==> src/rtl/pipe_skid_stage_pkg.sv <==
// Shared pipeline hold codes plus the local types for the skid-buffered pipeline stage.
`ifndef PIPE_HOLD_DEFINES_SV
`define PIPE_HOLD_DEFINES_SV
`define HOLDPIP_BUS 2:0
`define HOLD_WAIT   3'b001
`define HOLD_FLUSH  3'b010
`endif

package pipe_skid_stage_pkg;

    localparam int unsigned OCC_W = 2;

    typedef enum logic [1:0] {
        ST_EMPTY = 2'd0,
        ST_BUSY  = 2'd1,
        ST_FULL  = 2'd2
    } skid_state_e;

    // Number of beats held for a given state.
    function automatic logic [OCC_W-1:0] occ_of(input skid_state_e s);
        logic [OCC_W-1:0] occ;
        occ = OCC_W'(0);
        case (s)
            ST_BUSY: occ = OCC_W'(1);
            ST_FULL: occ = OCC_W'(2);
            default: occ = OCC_W'(0);
        endcase
        return occ;
    endfunction

endpackage

==> src/rtl/pipe_skid_stage.sv <==
// Two-entry skid pipeline stage with flush/freeze control and a saturating stall counter.
// in_ready_o depends only on registered state and hold, so no combinational ready path crosses the stage.
module pipe_skid_stage
    import pipe_skid_stage_pkg::*;
#(
    parameter int unsigned     DW      = 32,
    parameter logic [DW-1:0]   DEFAULT = {DW{1'b0}},
    parameter int unsigned     CW      = 16
) (
    input  logic                clk,
    input  logic                rst_n,
    input  logic [`HOLDPIP_BUS] hold_flag_i,
    input  logic                in_valid_i,
    output logic                in_ready_o,
    input  logic [DW-1:0]       in_data_i,
    output logic                out_valid_o,
    input  logic                out_ready_i,
    output logic [DW-1:0]       out_data_o,
    output logic [OCC_W-1:0]    occupancy_o,
    output logic [CW-1:0]       stall_cnt_o
);

    localparam logic [CW-1:0] STALL_MAX = {CW{1'b1}};

    skid_state_e   state, state_nxt;
    logic [DW-1:0] main_q, main_nxt;
    logic [DW-1:0] skid_q, skid_nxt;
    logic          hold_flush;
    logic          hold_wait;
    logic          hold_run;
    logic          in_fire;
    logic          out_fire;

    assign hold_flush = (hold_flag_i == `HOLD_FLUSH);
    assign hold_wait  = (hold_flag_i == `HOLD_WAIT);
    assign hold_run   = !hold_flush && !hold_wait;
    assign in_fire    = in_valid_i && in_ready_o;
    assign out_fire   = out_valid_o && out_ready_i;
    assign out_data_o = main_q;

    // State and payload registers.
    always_ff @(posedge clk or negedge rst_n) begin
        if (!rst_n) begin
            state  <= ST_EMPTY;
            main_q <= DEFAULT;
            skid_q <= DEFAULT;
        end else begin
            state  <= state_nxt;
            main_q <= main_nxt;
            skid_q <= skid_nxt;
        end
    end

    // Next state and payload moves; flush overrides everything, freeze masks both handshakes.
    always_comb begin
        state_nxt = state;
        main_nxt  = main_q;
        skid_nxt  = skid_q;
        if (hold_flush) begin
            state_nxt = ST_EMPTY;
            main_nxt  = DEFAULT;
            skid_nxt  = DEFAULT;
        end else begin
            case (state)
                ST_EMPTY: begin
                    if (in_fire) begin
                        state_nxt = ST_BUSY;
                        main_nxt  = in_data_i;
                    end
                end
                ST_BUSY: begin
                    if (in_fire && out_fire) begin
                        main_nxt = in_data_i;
                    end else if (in_fire) begin
                        state_nxt = ST_FULL;
                        skid_nxt  = in_data_i;
                    end else if (out_fire) begin
                        state_nxt = ST_EMPTY;
                        main_nxt  = DEFAULT;
                    end
                end
                ST_FULL: begin
                    if (out_fire) begin
                        state_nxt = ST_BUSY;
                        main_nxt  = skid_q;
                        skid_nxt  = DEFAULT;
                    end
                end
                default: begin
                    state_nxt = ST_EMPTY;
                    main_nxt  = DEFAULT;
                    skid_nxt  = DEFAULT;
                end
            endcase
        end
    end

    // Handshake and occupancy outputs; ready is held low for as long as reset is asserted.
    always_comb begin
        in_ready_o  = 1'b0;
        out_valid_o = 1'b0;
        occupancy_o = occ_of(state);
        if (rst_n && hold_run && (state != ST_FULL)) begin
            in_ready_o = 1'b1;
        end
        if (hold_run && (state != ST_EMPTY)) begin
            out_valid_o = 1'b1;
        end
    end

    // Backpressure cycles, saturating; cleared only by reset.
    always_ff @(posedge clk or negedge rst_n) begin
        if (!rst_n) begin
            stall_cnt_o <= '0;
        end else if (out_valid_o && !out_ready_i && (stall_cnt_o != STALL_MAX)) begin
            stall_cnt_o <= stall_cnt_o + CW'(1);
        end
    end

endmodule
==> config.mk <==
export PLATFORM = sky130hd
export DESIGN_NAME = pipe_skid_stage
export DESIGN_NICKNAME = d
export VERILOG_FILES = /design/src/rtl/pipe_skid_stage_pkg.sv /design/src/rtl/pipe_skid_stage.sv
export SDC_FILE = /design/constraint.sdc
export NUM_CORES = 1
export LEC_CHECK = 0
export ABC_CLOCK_PERIOD_IN_PS = 2000
export BUFFER_PORTS_ARGS = -buffer_cell sky130_fd_sc_hd__buf_2
export CORE_MARGIN = 8
export CORE_UTILIZATION = 49
export CTS_CLUSTER_DIAMETER = 120
export DETAILED_ROUTE_END_ITERATION = 16
export PLACE_DENSITY = 0.7
export SYNTH_ARGS = -nofsm -noshare
export SYNTH_HDL_FRONTEND = slang
export SYNTH_SLANG_ARGS = --single-unit
==> constraint.sdc <==
create_clock -name clk -period 2 [get_ports clk]
set_input_delay 0.2 -clock clk [delete_from_list [all_inputs] [get_ports clk]]
set_output_delay 0.2 -clock clk [all_outputs]
set_load 0.01 [all_outputs]
==> impl_table.tex, run 1 <==
\begin{tabular}{lr}
\hline
Metric & Value \\
\hline
\multicolumn{2}{l}{\textbf{Critical path}} \\
Worst setup startpoint & state[0]\$\_DFFE\_PN0P\_ \\
FF-to-FF path depth & 5 \\
Reg2Reg Capture Point & out\_data\_o[0]\$\_DFFE\_PN0P\_ \\
CP Launch Type & flip-flop \\
Worst reg2reg path startpoint & state[0]\$\_DFFE\_PN0P\_ \\
Required time of the critical path & 2.25 ns \\
Arrival time of data at the critical path endpoint & around 2.1 ns \\
Reg-to-reg slack, setup & roughly 0.12 ns \\
Max FO, Critical Path & 19 \\
Path type of the worst setup path & flip-flop to flip-flop \\
Critical Path End Type & flip-flop \\
\multicolumn{2}{l}{\textbf{GRT}} \\
Vias in the first global route & between 3000 and 4000 \\
GRT Overall Usage & about a fifth \\
Overflow left after global routing & 0 \\
Largest net degree at the start of global routing & 57 \\
Initial antenna violation count & 0 \\
Wire length of the first global-routing pass & between 15 and 20 mm \\
\multicolumn{2}{l}{\textbf{Timing}} \\
Achievable Freq & $\sim$0.53 GHz \\
Worst Slack Setup Final & approximately 0.12 ns \\
RSZ-0062 raised after global routing & false \\
Worst clock skew & between 0.006 and 0.007 ns \\
Final clock period utilization by the worst path & 94.2\% \\
Pin slew with the least headroom to its limit & a little over 0.9 ns \\
Final Setup Violations & 0 \\
Final Slew Violations & 0 \\
Fin Setup TNS & 0 ns \\
Worst-case hold slack & $\sim$0.089 ns \\
Minimum clock period after layout & 1.88 ns \\
Number of hold violations in the final report & 0 \\
Slew margin rel. & 37.9\% \\
\multicolumn{2}{l}{\textbf{Drt}} \\
Via density & about 6.0 \\
Detailed-route DRC error count & 0 \\
DRT antenna net count & 0 \\
Number of detailed-route iterations in the first pass & 4 \\
Total Wirelength & between 10 and 15 mm \\
Starting DRT DRC Count & approximately 180 \\
Number of vias after detailed routing & $\sim$3200 \\
Routed wire length per instance & between 15 and 20 um \\
\multicolumn{2}{l}{\textbf{Placed design}} \\
Post-detailed-placement half-perimeter wirelength & around 6.9 mm \\
Routability congestion estimate & about 0.83 \\
Worst setup slack after placement & 0.0218 ns \\
Number of input and output port buffers inserted & 90 \\
\multicolumn{2}{l}{\textbf{Die}} \\
Starting density of the core & approximately 50\% \\
Core Footprint & around 8100 um\^{}2 \\
Width of the die & roughly 110 um \\
Standard-cell rows & 33 \\
Die Y-Extent & between 100 and 150 um \\
Num ports & slightly above 90 \\
Overall die area & between 10000 and 15000 um\^{}2 \\
\multicolumn{2}{l}{\textbf{Synth}} \\
Yosys cell types & 43 \\
Number of warnings reported in the yosys synthesis log & 0 \\
Average cell area after synthesis & around 12 um\^{}2 \\
Net count after synthesis & roughly 370 \\
Number of storage elements in the synthesis netlist & 82 \\
Mapped cell area & between 4000 and 5000 um\^{}2 \\
Proportion of synthesized chip area in sequential cells & 51.1\% \\
Number of instances in the synthesized netlist & 329 \\
\multicolumn{2}{l}{\textbf{Clocking}} \\
Cell at the root of the clock tree & sky130\_fd\_sc\_hd\_\_clkbuf\_8 \\
Sink Count & 82 \\
Total clock buffers created by CTS & 9 \\
\# H-tree levels & 3 \\
Largest buffer count on any clock path & 2 \\
Post-CTS setup-driven buffer insertion count & 0 \\
Clock Latency Late Sink & about 0.36 ns \\
Clock slew seen by the registers of the worst setup and hold paths & about 0.090 ns \\
Clock tree from TritonCTS & done \\
\multicolumn{2}{l}{\textbf{Power and ir drop}} \\
Maximum VDD drop & between 500 and 600 uV \\
Power per standard cell area & 1000 nW/um\^{}2 \\
Leakage dissipation & about 2.3 nW \\
\multicolumn{2}{l}{\textbf{Final layout}} \\
Commonest non-fill, non-tap cells in the layout & 89 x sky130\_fd\_sc\_hd\_\_buf\_2, 80 x sky130\_fd\_sc\_hd\_\_dfrtp\_1 \\
Synth-to-layout area growth & 23.6\% \\
Final standard cell utilization of the core & between 60 and 70\% \\
Number of nets in the layout & about 460 \\
Antenna Diode Count & 0 \\
Fraction of final layout cells sized beyond drive strength 1 & approximately a third \\
Most common library cell in the layout ignoring fill and taps & sky130\_fd\_sc\_hd\_\_buf\_2 \\
Number of filler instances in the final layout & $\sim$690 \\
\multicolumn{2}{l}{\textbf{Outcome}} \\
Outcome & complete, no violations \\
\multicolumn{2}{l}{\textbf{Worst hold path}} \\
Worst hold endpoint & skid\_q[28]\$\_DFFE\_PN0P\_ \\
Type of the most critical hold path & primary input to flip-flop \\
Hold path cells & 2 \\
Startpoint of the worst hold path & in\_data\_i[28] \\
\multicolumn{2}{l}{\textbf{Run}} \\
Maxcap violations & 0 \\
\hline
\end{tabular}
-- how the worst max path moves through the flow --
| stage | end | slack (ns) | cells after the start |
|---|---|---|---|
| 6_report | out_data_o[0]$_DFFE_PN0P_ | 0.12 | 5 |
| 5_1_grt | stall_cnt_o[1]$_DFFE_PN0P_ | 0.04 | 5 |
| 4_1_cts | out_data_o[8]$_DFFE_PN0P_ | 0.001 | 4 |
| 3_5_place_dp | out_data_o[8]$_DFFE_PN0P_ | 0.02 | 4 |
| 3_3_place_gp | skid_q[9]$_DFFE_PN0P_ | 0.07 | 5 |
| 2_1_floorplan | stall_cnt_o[1]$_DFFE_PN0P_ | 0.23 | 5 |
-- report_power, final --
group          switching [mW]  total [mW]  internal (mW)
Combinational           0.691        1.28          0.593
Sequential              0.219        2.19           1.97
Clock                   0.626        1.49          0.868
-- stage by stage --
step | area [um^2] | power [mW] | cells
after floorplan | 4020 | 2.94 | 329
after global placement | 4670 | 3.47 | 513
after detailed placement | 4670 | 3.51 | 513
after CTS | 4940 | 5.00 | 531
after global routing | 4960 | 5.23 | 532
final | 4960 | 4.97 | 532
-- sequential cells by signal, indices dropped and copies added (netlist names) --
signal       cells
out_data_o      32
skid_q          32
stall_cnt_o     16
state            2
-- cell families after synthesis --
group | after synthesis | share of synthesized area (%)
DFF | 82 | 51.1
muxes | 33 | 8.25
xor gates and xnor gates | 17 | 3.89
adders and majority gates | 1 | 0.311
buffers and inverters | 32 | 3.61
and+or+nand+nor | 44 | 6.42
AOI/OAI and AO/OA | 120 | 26.4
-- final cells by class --
class                           instances  area [um^2]  share of cell area, %
Clock inverter                          6          113                   2.27
Sequential cell                        82         2050                   41.4
Inverter                                3         11.3                  0.227
Multi-Input combinational cell        216         1890                   38.1
Timing Repair Buffer                  110          624                   12.6
Clock buffer                           10          138                   2.77
Tap cell                              105          131                   2.65
-- metal layers --
metal	part of all wire (%)	track usage (%)
met1	45	24.2
met2	48	29.4
met3	5.8	4.54
met4	1.7	7.64
met5	0	0
-- timing repair --
action	in CTS	in global routing
cloned	0	1
gates resized for setup	0	5
pin swaps	1	1
setup endpoints to repair	1	53
hold buffers	2	0
hold endpoints to repair	12	0
-- synth_stat cells (all sizes together) --
cell type,instances,area (um^2)
nor2b,4,25.0
a41oi,1,8.76
a31oi,1,6.26
clkbuf,12,45.0
nor3,3,20.0
nand4b,1,8.76
a311oi,1,15.0
nor4,1,6.26
nand4bb,1,11.3
nand2,9,33.8
xor2,10,95.1
o2111ai,1,8.76
a2111oi,1,15.0
nor2,3,11.3
ha,1,12.5
buf,17,88.8
and2,3,18.8
a21o,2,15.0
dfrtp,82,2050
a32o,32,320
mux2,1,11.3
nand4,3,18.8
a22o,32,280
o21ba,1,10.0
a21oi,6,30.0
and4,3,26.3
o211a,1,10.0
xnor2,7,61.3
a211oi,4,35.0
mux2i,32,320
inv,3,11.3
a22oi,1,7.51
nor3b,3,22.5
nand3b,1,7.51
nand3,7,35.0
o21ai,4,20.0
o2bb2ai,32,280
and3,2,12.5
-- worst max-delay path, cell delays in order, from the launching register on --
cell	delay [ns]
sky130_fd_sc_hd__dfrtp_2	0.48
sky130_fd_sc_hd__nand4bb_1	0.43
sky130_fd_sc_hd__a22oi_2	0.30
sky130_fd_sc_hd__a311oi_4	0.07
sky130_fd_sc_hd__buf_4	0.24
sky130_fd_sc_hd__a22o_1	0.25
(Power assumes the default switching activity.)
==> inputs of run 2 (changes only) <==
--- a/config.mk
+++ b/config.mk
@@ -6,12 +6,12 @@
 export NUM_CORES = 1
 export LEC_CHECK = 0
 export ABC_CLOCK_PERIOD_IN_PS = 2000
-export BUFFER_PORTS_ARGS = -buffer_cell sky130_fd_sc_hd__buf_2
 export CORE_MARGIN = 8
 export CORE_UTILIZATION = 49
 export CTS_CLUSTER_DIAMETER = 120
 export DETAILED_ROUTE_END_ITERATION = 16
-export PLACE_DENSITY = 0.7
+export DONT_BUFFER_PORTS = 1
+export PLACE_DENSITY = 0.61
 export SYNTH_ARGS = -nofsm -noshare
 export SYNTH_HDL_FRONTEND = slang
 export SYNTH_SLANG_ARGS = --single-unit
==> run 2 against run 1 <==
  * The run now ends with hold timing left
  * Final area fell by 2.0%
  * Utilization fell by 1.2 points
  * Maximum frequency rose by 2.8%
  * Final cell count fell by 10%
  * Clock skew rose by 0.0063 ns
  * Global-route usage barely moved
  * Clock power barely moved
  * Non-clock buffer count fell by 53
==> impl_table.tex, run 2 (synthesized netlist as in run 1, its figures left out) <==
\begin{tabular}{lr}
\hline
Metric & Value \\
\hline
\multicolumn{2}{l}{\textbf{Critical path}} \\
Critical Path End Type & primary output \\
Max FO, Critical Path & 26 \\
Path type of the worst setup path & flip-flop to primary output \\
CP Launch Type & flip-flop \\
Arrival time of data at the critical path endpoint & 1.63 ns \\
Worst path bufs/invs & 1 \\
Critical Path, Cell by Cell & buf\_4, nor2\_1, nor2\_1 \\
Crit-path slowest cell & sky130\_fd\_sc\_hd\_\_dfrtp\_2 \\
Worst path max stage delay & $\sim$0.5 ns \\
CP top delay family & flip-flops \\
Cell type with the highest occurrence count on the critical path & sky130\_fd\_sc\_hd\_\_nor2\_1 \\
Required time of the critical path & between 1.5 and 2 ns \\
\multicolumn{2}{l}{\textbf{Die}} \\
Overall die area & 11400 um\^{}2 \\
Starting density of the core & 49.6\% \\
Width of the die & between 100 and 150 um \\
Num ports & 91 \\
Die Y-Extent & around 110 um \\
Core Footprint & a little over 8000 um\^{}2 \\
Standard-cell rows & 33 \\
\multicolumn{2}{l}{\textbf{GRT}} \\
Global Route met1 Usage & between 20\% and 30\% \\
Busiest grt layer & met2 \\
Largest net degree at the start of global routing & 87 \\
Met3 layer usage reported by global route & 6.35\% \\
GRT met2 Usage & between 20\% and 30\% \\
Overflow left after global routing & 0 \\
GRT Overall Usage & around a fifth \\
Initial antenna violation count & 0 \\
Vias in the first global route & approximately 3300 \\
Wire length of the first global-routing pass & about 17 mm \\
\multicolumn{2}{l}{\textbf{Clocking}} \\
Largest buffer count on any clock path & 2 \\
Clock tree from TritonCTS & done \\
Count of hold buffers inserted by post-cts repair & 32 \\
Cell at the root of the clock tree & sky130\_fd\_sc\_hd\_\_clkbuf\_8 \\
Clock Latency Late Sink & between 0.3 and 0.4 ns \\
\# H-tree levels & 3 \\
Post-CTS setup-driven buffer insertion count & 0 \\
Total of cells resized after clock tree synthesis & 0 \\
Total clock buffers created by CTS & 9 \\
Sink Count & 82 \\
Clock slew seen by the registers of the worst setup and hold paths & 0.09 ns \\
\multicolumn{2}{l}{\textbf{Final layout}} \\
Number of nets in the layout & roughly 410 \\
Fraction of final layout cells sized beyond drive strength 1 & between 10\% and 20\% \\
Synth-to-layout area growth & 21.1\% \\
Most common library cell in the layout ignoring fill and taps & sky130\_fd\_sc\_hd\_\_dfrtp\_1 \\
Area of all placed cells without fillers & 4870 um\^{}2 \\
Antenna Diode Count & 0 \\
Number of non-filler instances in the completed layout & 477 \\
\multicolumn{2}{l}{\textbf{Outcome}} \\
Failing checks & hold timing \\
Outcome & finished, violations left \\
\multicolumn{2}{l}{\textbf{Timing}} \\
RSZ-0062 raised after global routing & false \\
Final Setup Violations & 0 \\
Minimum clock period after layout & about 1.8 ns \\
Pin slew with the least headroom to its limit & 0.600 ns \\
Worst Slack Setup Final & approximately 0.17 ns \\
Final Slew Violations & 0 \\
Slew margin rel. & about 60\% \\
Final clock period utilization by the worst path & 91.6\% \\
Number of hold violations in the final report & a little over 80 \\
Worst-case hold slack & -0.468 ns \\
Fin Setup TNS & 0 ns \\
Achievable Freq & 0.546 GHz \\
Worst clock skew & around 0.013 ns \\
\multicolumn{2}{l}{\textbf{Placed design}} \\
Worst setup slack after placement & between 0.2 and 0.25 ns \\
Placed instance area & $\sim$4300 um\^{}2 \\
Post-detailed-placement half-perimeter wirelength & 6.56 mm \\
Number of input and output port buffers inserted & 0 \\
Routability congestion estimate & 0.843 \\
Placed Cells incl. Taps & 430 \\
\multicolumn{2}{l}{\textbf{Drt}} \\
Via density & 6.32 \\
Number of vias after detailed routing & around 3000 \\
Number of detailed-route iterations in the first pass & 4 \\
Total Wirelength & 10.2 mm \\
Detailed-route DRC error count & 0 \\
Starting DRT DRC Count & 188 \\
Routed wire length per instance & 21.4 um \\
DRT antenna net count & 0 \\
\multicolumn{2}{l}{\textbf{Power and ir drop}} \\
Fraction of power consumed by combinational cells & between 20\% and 30\% \\
Leakage dissipation & a little over 2 nW \\
Maximum VDD drop & 467 uV \\
Sequential fraction of design power & 48.7\% \\
Switching Share & a little under 30\% \\
Power Internal & roughly 3.3 mW \\
Total power & approximately 4.8 mW \\
Power per standard cell area & slightly below 1000 nW/um\^{}2 \\
Switching power of the nets & 1.41 mW \\
Share of power burned in the clock network & between 30\% and 40\% \\
\multicolumn{2}{l}{\textbf{Worst hold path}} \\
Type of the most critical hold path & primary input to async pin \\
\multicolumn{2}{l}{\textbf{Run}} \\
Maxcap violations & 0 \\
\hline
\end{tabular}
[run 2: changes by cell type in the layout (fill, tap and decap cells not counted), moves of 3 or more]
cell / delta
sky130_fd_sc_hd__buf_12: +3
sky130_fd_sc_hd__buf_2: -89
sky130_fd_sc_hd__buf_4: +4
sky130_fd_sc_hd__dlygate4sd3_1: +30
[run 2: area by class of cell]
class	instances	area (um^2)
clock buffers	11	141
clock inverters	4	98.8
fillers	706	3230
inverters	3	11.3
multi-input cells	215	1870
flip-flops and latches	82	2050
well taps	105	131
repair buffers	57	558
[run 2: worst register-to-register path: stages, from the launching register on]
cell	delay, ns
sky130_fd_sc_hd__dfrtp_2	0.50
sky130_fd_sc_hd__nand4bb_1	0.23
sky130_fd_sc_hd__a22oi_1	0.13
sky130_fd_sc_hd__a311oi_4	0.46
sky130_fd_sc_hd__buf_12	0.24
sky130_fd_sc_hd__a22o_1	0.18
[run 2: power by group through the flow]
stage | clock [mW] | sequential [mW] | combinational [mW]
after floorplan | 0 | 2.31 | 0.630
after global placement | 0 | 2.35 | 0.909
after detailed placement | 0 | 2.36 | 0.935
after CTS | 1.49 | 2.33 | 0.990
after global routing | 1.57 | 2.36 | 1.07
final | 1.46 | 2.31 | 0.979
[run 2: final timing paths]
kind / cells past startpoint / endpoint / slack [ns] / start
max: 3 / out_valid_o / 0.17 / state[1]$_DFFE_PN0P_
min in group clk: 2 / state[1]$_DFFE_PN0P_ / 0.02 / out_ready_i
max reg2reg: 5 / out_data_o[0]$_DFFE_PN0P_ / 0.21 / state[1]$_DFFE_PN0P_
min reg2reg: 1 / skid_q[15]$_DFFE_PN0P_ / 0.52 / skid_q[15]$_DFFE_PN0P_
min: 0 / out_data_o[20]$_DFFE_PN0P_ / -0.47 / rst_n
max in group asynchronous: 0 / state[1]$_DFFE_PN0P_ / 2.31 / rst_n
[run 2: stage by stage]
stage / utilization [%] / hold slack (ns)
3_5_place_dp: 53.2 / -0.0931
5_1_grt: 60.1 / -0.498
4_1_cts: 60.1 / -0.485
3_3_place_gp: 53.2 / -0.0930
6_report: 60.1 / -0.468
2_1_floorplan: - / -0.0956
[run 2: metal layers]
metal  wire [um]  share of wire [%]  up-vias
met5           0                  0        -
met4         131                1.3        0
met3         810                7.9       11
met2        4930                 48       78
met1        4360                 43     1544
li1            -                  -     1382
==> inputs of run 3 (changes only) <==
--- a/config.mk
+++ b/config.mk
@@ -5,6 +5,7 @@
 export SDC_FILE = /design/constraint.sdc
 export NUM_CORES = 1
 export LEC_CHECK = 0
+export ABC_AREA = 1
 export ABC_CLOCK_PERIOD_IN_PS = 2000
 export CORE_MARGIN = 8
 export CORE_UTILIZATION = 49
==> run 3 against run 2 <==
  * The run still ends with hold timing left
  * Final cell count increased by 78%
  * Flip-flop and latch count unchanged
  * Synthesized cell count increased by 120%
  * Critical path depth increased by 4
  * Clock skew decreased by 0.0068 ns
  * First-iteration DRC count increased by 44%
  * Clock power decreased by 12%
==> impl_table.tex, run 3 <==
\begin{tabular}{lr}
\hline
Metric & Value \\
\hline
\multicolumn{2}{l}{\textbf{Synth}} \\
Post-synth EDFFs & 0 \\
Synth top area cells & sky130\_fd\_sc\_hd\_\_dfrtp\_1 43\%, sky130\_fd\_sc\_hd\_\_nand2\_1 25\%, sky130\_fd\_sc\_hd\_\_inv\_1 6.6\% \\
Net count after synthesis & 754 \\
Area leader, netlist & sky130\_fd\_sc\_hd\_\_dfrtp\_1 \\
Proportion of synthesized chip area in sequential cells & approximately 43\% \\
Mapped cell area & about 4800 um\^{}2 \\
Number of storage elements in the synthesis netlist & a little over 80 \\
Dominant register cell in the synthesized netlist & sky130\_fd\_sc\_hd\_\_dfrtp\_1 \\
Top cell types by occurrence after synthesis & 314 x sky130\_fd\_sc\_hd\_\_nand2\_1, 84 x sky130\_fd\_sc\_hd\_\_inv\_1, 82 x sky130\_fd\_sc\_hd\_\_dfrtp\_1 \\
Most frequent cell after synthesis & sky130\_fd\_sc\_hd\_\_nand2\_1 \\
Post-synthesis async set-or-reset flop share & 100\% \\
Number of warnings reported in the yosys synthesis log & 0 \\
Portion of synthesized cell area occupied by the leading cell type & between 40 and 50\% \\
Yosys cell types & 23 \\
Number of instances in the synthesized netlist & $\sim$710 \\
Average cell area after synthesis & 6.70 um\^{}2 \\
\multicolumn{2}{l}{\textbf{Die}} \\
Die Y-Extent & approximately 110 um \\
Num ports & between 90 and 100 \\
Standard-cell rows & 36 \\
Core Footprint & a little under 10000 um\^{}2 \\
Width of the die & between 100 and 150 um \\
Overall die area & between 10000 and 15000 um\^{}2 \\
Starting density of the core & 49.6\% \\
\multicolumn{2}{l}{\textbf{Critical path}} \\
Arrival time of data at the critical path endpoint & around 2.1 ns \\
Required time of the critical path & 2.29 ns \\
Cell type with the highest occurrence count on the critical path & sky130\_fd\_sc\_hd\_\_nand2\_1 \\
Worst reg2reg path startpoint & state[1]\$\_DFFE\_PN0P\_ \\
CP Launch Type & flip-flop \\
Critical Path, Cell by Cell & nor2\_1, inv\_1, o21ai\_0, inv\_1, nand2\_1, nand2\_1, nand2\_1 \\
Worst path max stage delay & about 0.49 ns \\
Path length in cells of the critical path & 7 \\
FF-to-FF path depth & 7 \\
Crit-path slowest cell & sky130\_fd\_sc\_hd\_\_inv\_1 \\
Max FO, Critical Path & 32 \\
CP top delay family & buffers and inverters \\
Worst setup startpoint & state[1]\$\_DFFE\_PN0P\_ \\
Critical Path End Type & flip-flop \\
Worst path bufs/invs & 2 \\
Path type of the worst setup path & flip-flop to flip-flop \\
\multicolumn{2}{l}{\textbf{Placed design}} \\
Number of input and output port buffers inserted & 0 \\
Post-detailed-placement half-perimeter wirelength & 7.99 mm \\
Routability congestion estimate & between 0.7 and 0.8 \\
Placed instance area & 4900 um\^{}2 \\
Worst setup slack after placement & $\sim$0.12 ns \\
Placed Cells incl. Taps & between 800 and 900 \\
\multicolumn{2}{l}{\textbf{Timing}} \\
Slew margin rel. & $\sim$35\% \\
Pin slew with the least headroom to its limit & 0.967 ns \\
Final Slew Violations & 0 \\
Worst clock skew & approximately 0.006 ns \\
Worst Slack Setup Final & 0.175 ns \\
RSZ-0062 raised after global routing & false \\
Achievable Freq & approximately 0.55 GHz \\
Final clock period utilization by the worst path & between 90\% and 100\% \\
Minimum clock period after layout & 1.83 ns \\
Number of hold violations in the final report & 82 \\
Fin Setup TNS & 0 ns \\
Final Setup Violations & 0 \\
Worst-case hold slack & -0.466 ns \\
\multicolumn{2}{l}{\textbf{Power and ir drop}} \\
Leakage dissipation & 2.83 nW \\
Fraction of power consumed by combinational cells & between 30\% and 40\% \\
Sequential fraction of design power & 41.7\% \\
Share of power burned in the clock network & 19.8\% \\
Maximum VDD drop & between 500 and 600 uV \\
Switching power of the nets & roughly 2.8 mW \\
Power Internal & roughly 3.7 mW \\
Switching Share & between 40\% and 50\% \\
Total power & roughly 6.5 mW \\
Power per standard cell area & 1270 nW/um\^{}2 \\
\multicolumn{2}{l}{\textbf{Clocking}} \\
Clock Latency Late Sink & around 0.35 ns \\
Clock tree from TritonCTS & done \\
Cell at the root of the clock tree & sky130\_fd\_sc\_hd\_\_clkbuf\_8 \\
Sink Count & 82 \\
Largest buffer count on any clock path & 2 \\
\# H-tree levels & 3 \\
Total clock buffers created by CTS & 9 \\
Clock slew seen by the registers of the worst setup and hold paths & approximately 0.080 ns \\
Post-CTS setup-driven buffer insertion count & 0 \\
\multicolumn{2}{l}{\textbf{Final layout}} \\
Antenna Diode Count & 0 \\
FF+latch area & between 2000 and 2500 um\^{}2 \\
Synth-to-layout area growth & 6.88\% \\
Number of non-filler instances in the completed layout & around 850 \\
Commonest non-fill, non-tap cells in the layout & 314 x sky130\_fd\_sc\_hd\_\_nand2\_1, 84 x sky130\_fd\_sc\_hd\_\_inv\_1, 80 x sky130\_fd\_sc\_hd\_\_dfrtp\_1 \\
Most common library cell in the layout ignoring fill and taps & sky130\_fd\_sc\_hd\_\_nand2\_1 \\
Fraction of final layout cells sized beyond drive strength 1 & under 10\% \\
Area of all placed cells without fillers & 5110 um\^{}2 \\
Number of filler instances in the final layout & between 900 and 1000 \\
Number of nets in the layout & about 750 \\
Footprint of the multi-input gates & $\sim$2200 um\^{}2 \\
\multicolumn{2}{l}{\textbf{GRT}} \\
GRT Overall Usage & 19.0\% \\
Initial antenna violation count & 0 \\
Largest net degree at the start of global routing & between 80 and 90 \\
Overflow left after global routing & 0 \\
Wire length of the first global-routing pass & just over 20 mm \\
Vias in the first global route & roughly 4200 \\
\multicolumn{2}{l}{\textbf{Run}} \\
Maxcap violations & 0 \\
\multicolumn{2}{l}{\textbf{Drt}} \\
Starting DRT DRC Count & around 270 \\
Via density & about 5.0 \\
Routed wire length per instance & between 10 and 15 um \\
DRT antenna net count & 0 \\
Number of detailed-route iterations in the first pass & 4 \\
Number of vias after detailed routing & 4232 \\
Total Wirelength & approximately 12 mm \\
Detailed-route DRC error count & 0 \\
\multicolumn{2}{l}{\textbf{Outcome}} \\
Failing checks & hold timing \\
Outcome & finished, violations left \\
\multicolumn{2}{l}{\textbf{Worst hold path}} \\
Type of the most critical hold path & primary input to async pin \\
\hline
\end{tabular}
-- run 3: cell type report --
cell class / instances / share of cell area (%)
multi-input combinational: 512 / 43.2
sequential: 82 / 40.2
inverter: 88 / 6.46
tap: 133 / 3.26
timing repair buffer: 18 / 2.89
clock buffer: 11 / 2.77
clock inverter: 3 / 1.27
-- run 3: stage by stage --
step                hold slack (ns)  util, %
CTS                          -0.482     53.0
global placement            -0.0932     50.8
finish                       -0.466     53.0
detailed placement          -0.0932     50.8
floorplan                   -0.0956        -
global route                 -0.483     53.0
-- run 3: layer usage --
metal / track usage [%] / vias to the layer above / part of all wire, %
li1: - / 2139 / -
met1: 23.0 / 1968 / 44
met2: 33.0 / 110 / 48
met3: 3.62 / 15 / 5.9
met4: 6.92 / 0 / 1.7
met5: 0 / - / 0
-- run 3: path summary, 6_finish.rpt --
check                      slack [ns]                          end
min                             -0.47  stall_cnt_o[14]$_DFFE_PN0P_
max in group asynchronous        2.33       skid_q[24]$_DFFE_PN0P_
max                              0.17    out_data_o[6]$_DFFE_PN0P_
max reg2reg                      0.17    out_data_o[6]$_DFFE_PN0P_
min reg2reg                      0.48       skid_q[14]$_DFFE_PN0P_
min in group clk                 0.08         state[1]$_DFFE_PN0P_
-- run 3: worst register-to-register path, stage by stage (launching register included) --
cell                      delay (ns)
sky130_fd_sc_hd__dfrtp_1        0.42
sky130_fd_sc_hd__nor2_1         0.26
sky130_fd_sc_hd__inv_1          0.49
sky130_fd_sc_hd__o21ai_0        0.32
sky130_fd_sc_hd__inv_1          0.07
sky130_fd_sc_hd__nand2_1        0.09
sky130_fd_sc_hd__nand2_1        0.06
sky130_fd_sc_hd__nand2_1        0.06
-- run 3: logic make-up after synthesis --
group           Yosys count  share of synthesized area [%]
fa+ha+maj                 1                          0.262
compound gates           43                           5.15
simple gates            457                           38.6
xor+xnor                 11                           2.01
flops                    82                           42.9
buf+inv                 120                           11.1
-- run 3: repair_timing --
item | in CTS | in global routing
endpoints found under the setup margin | 0 | 29
gates resized for setup | 0 | 3
hold endpoints to repair | 82 | 82
-- run 3: power by group through the flow --
stage | Clock, mW | Combinational [mW] | Sequential (mW)
finish | 1.29 | 2.51 | 2.71
global route | 1.39 | 2.91 | 2.78
CTS | 1.33 | 2.55 | 2.73
detailed placement | 0 | 2.53 | 2.76
global placement | 0 | 2.46 | 2.75
floorplan | 0 | 1.97 | 2.66
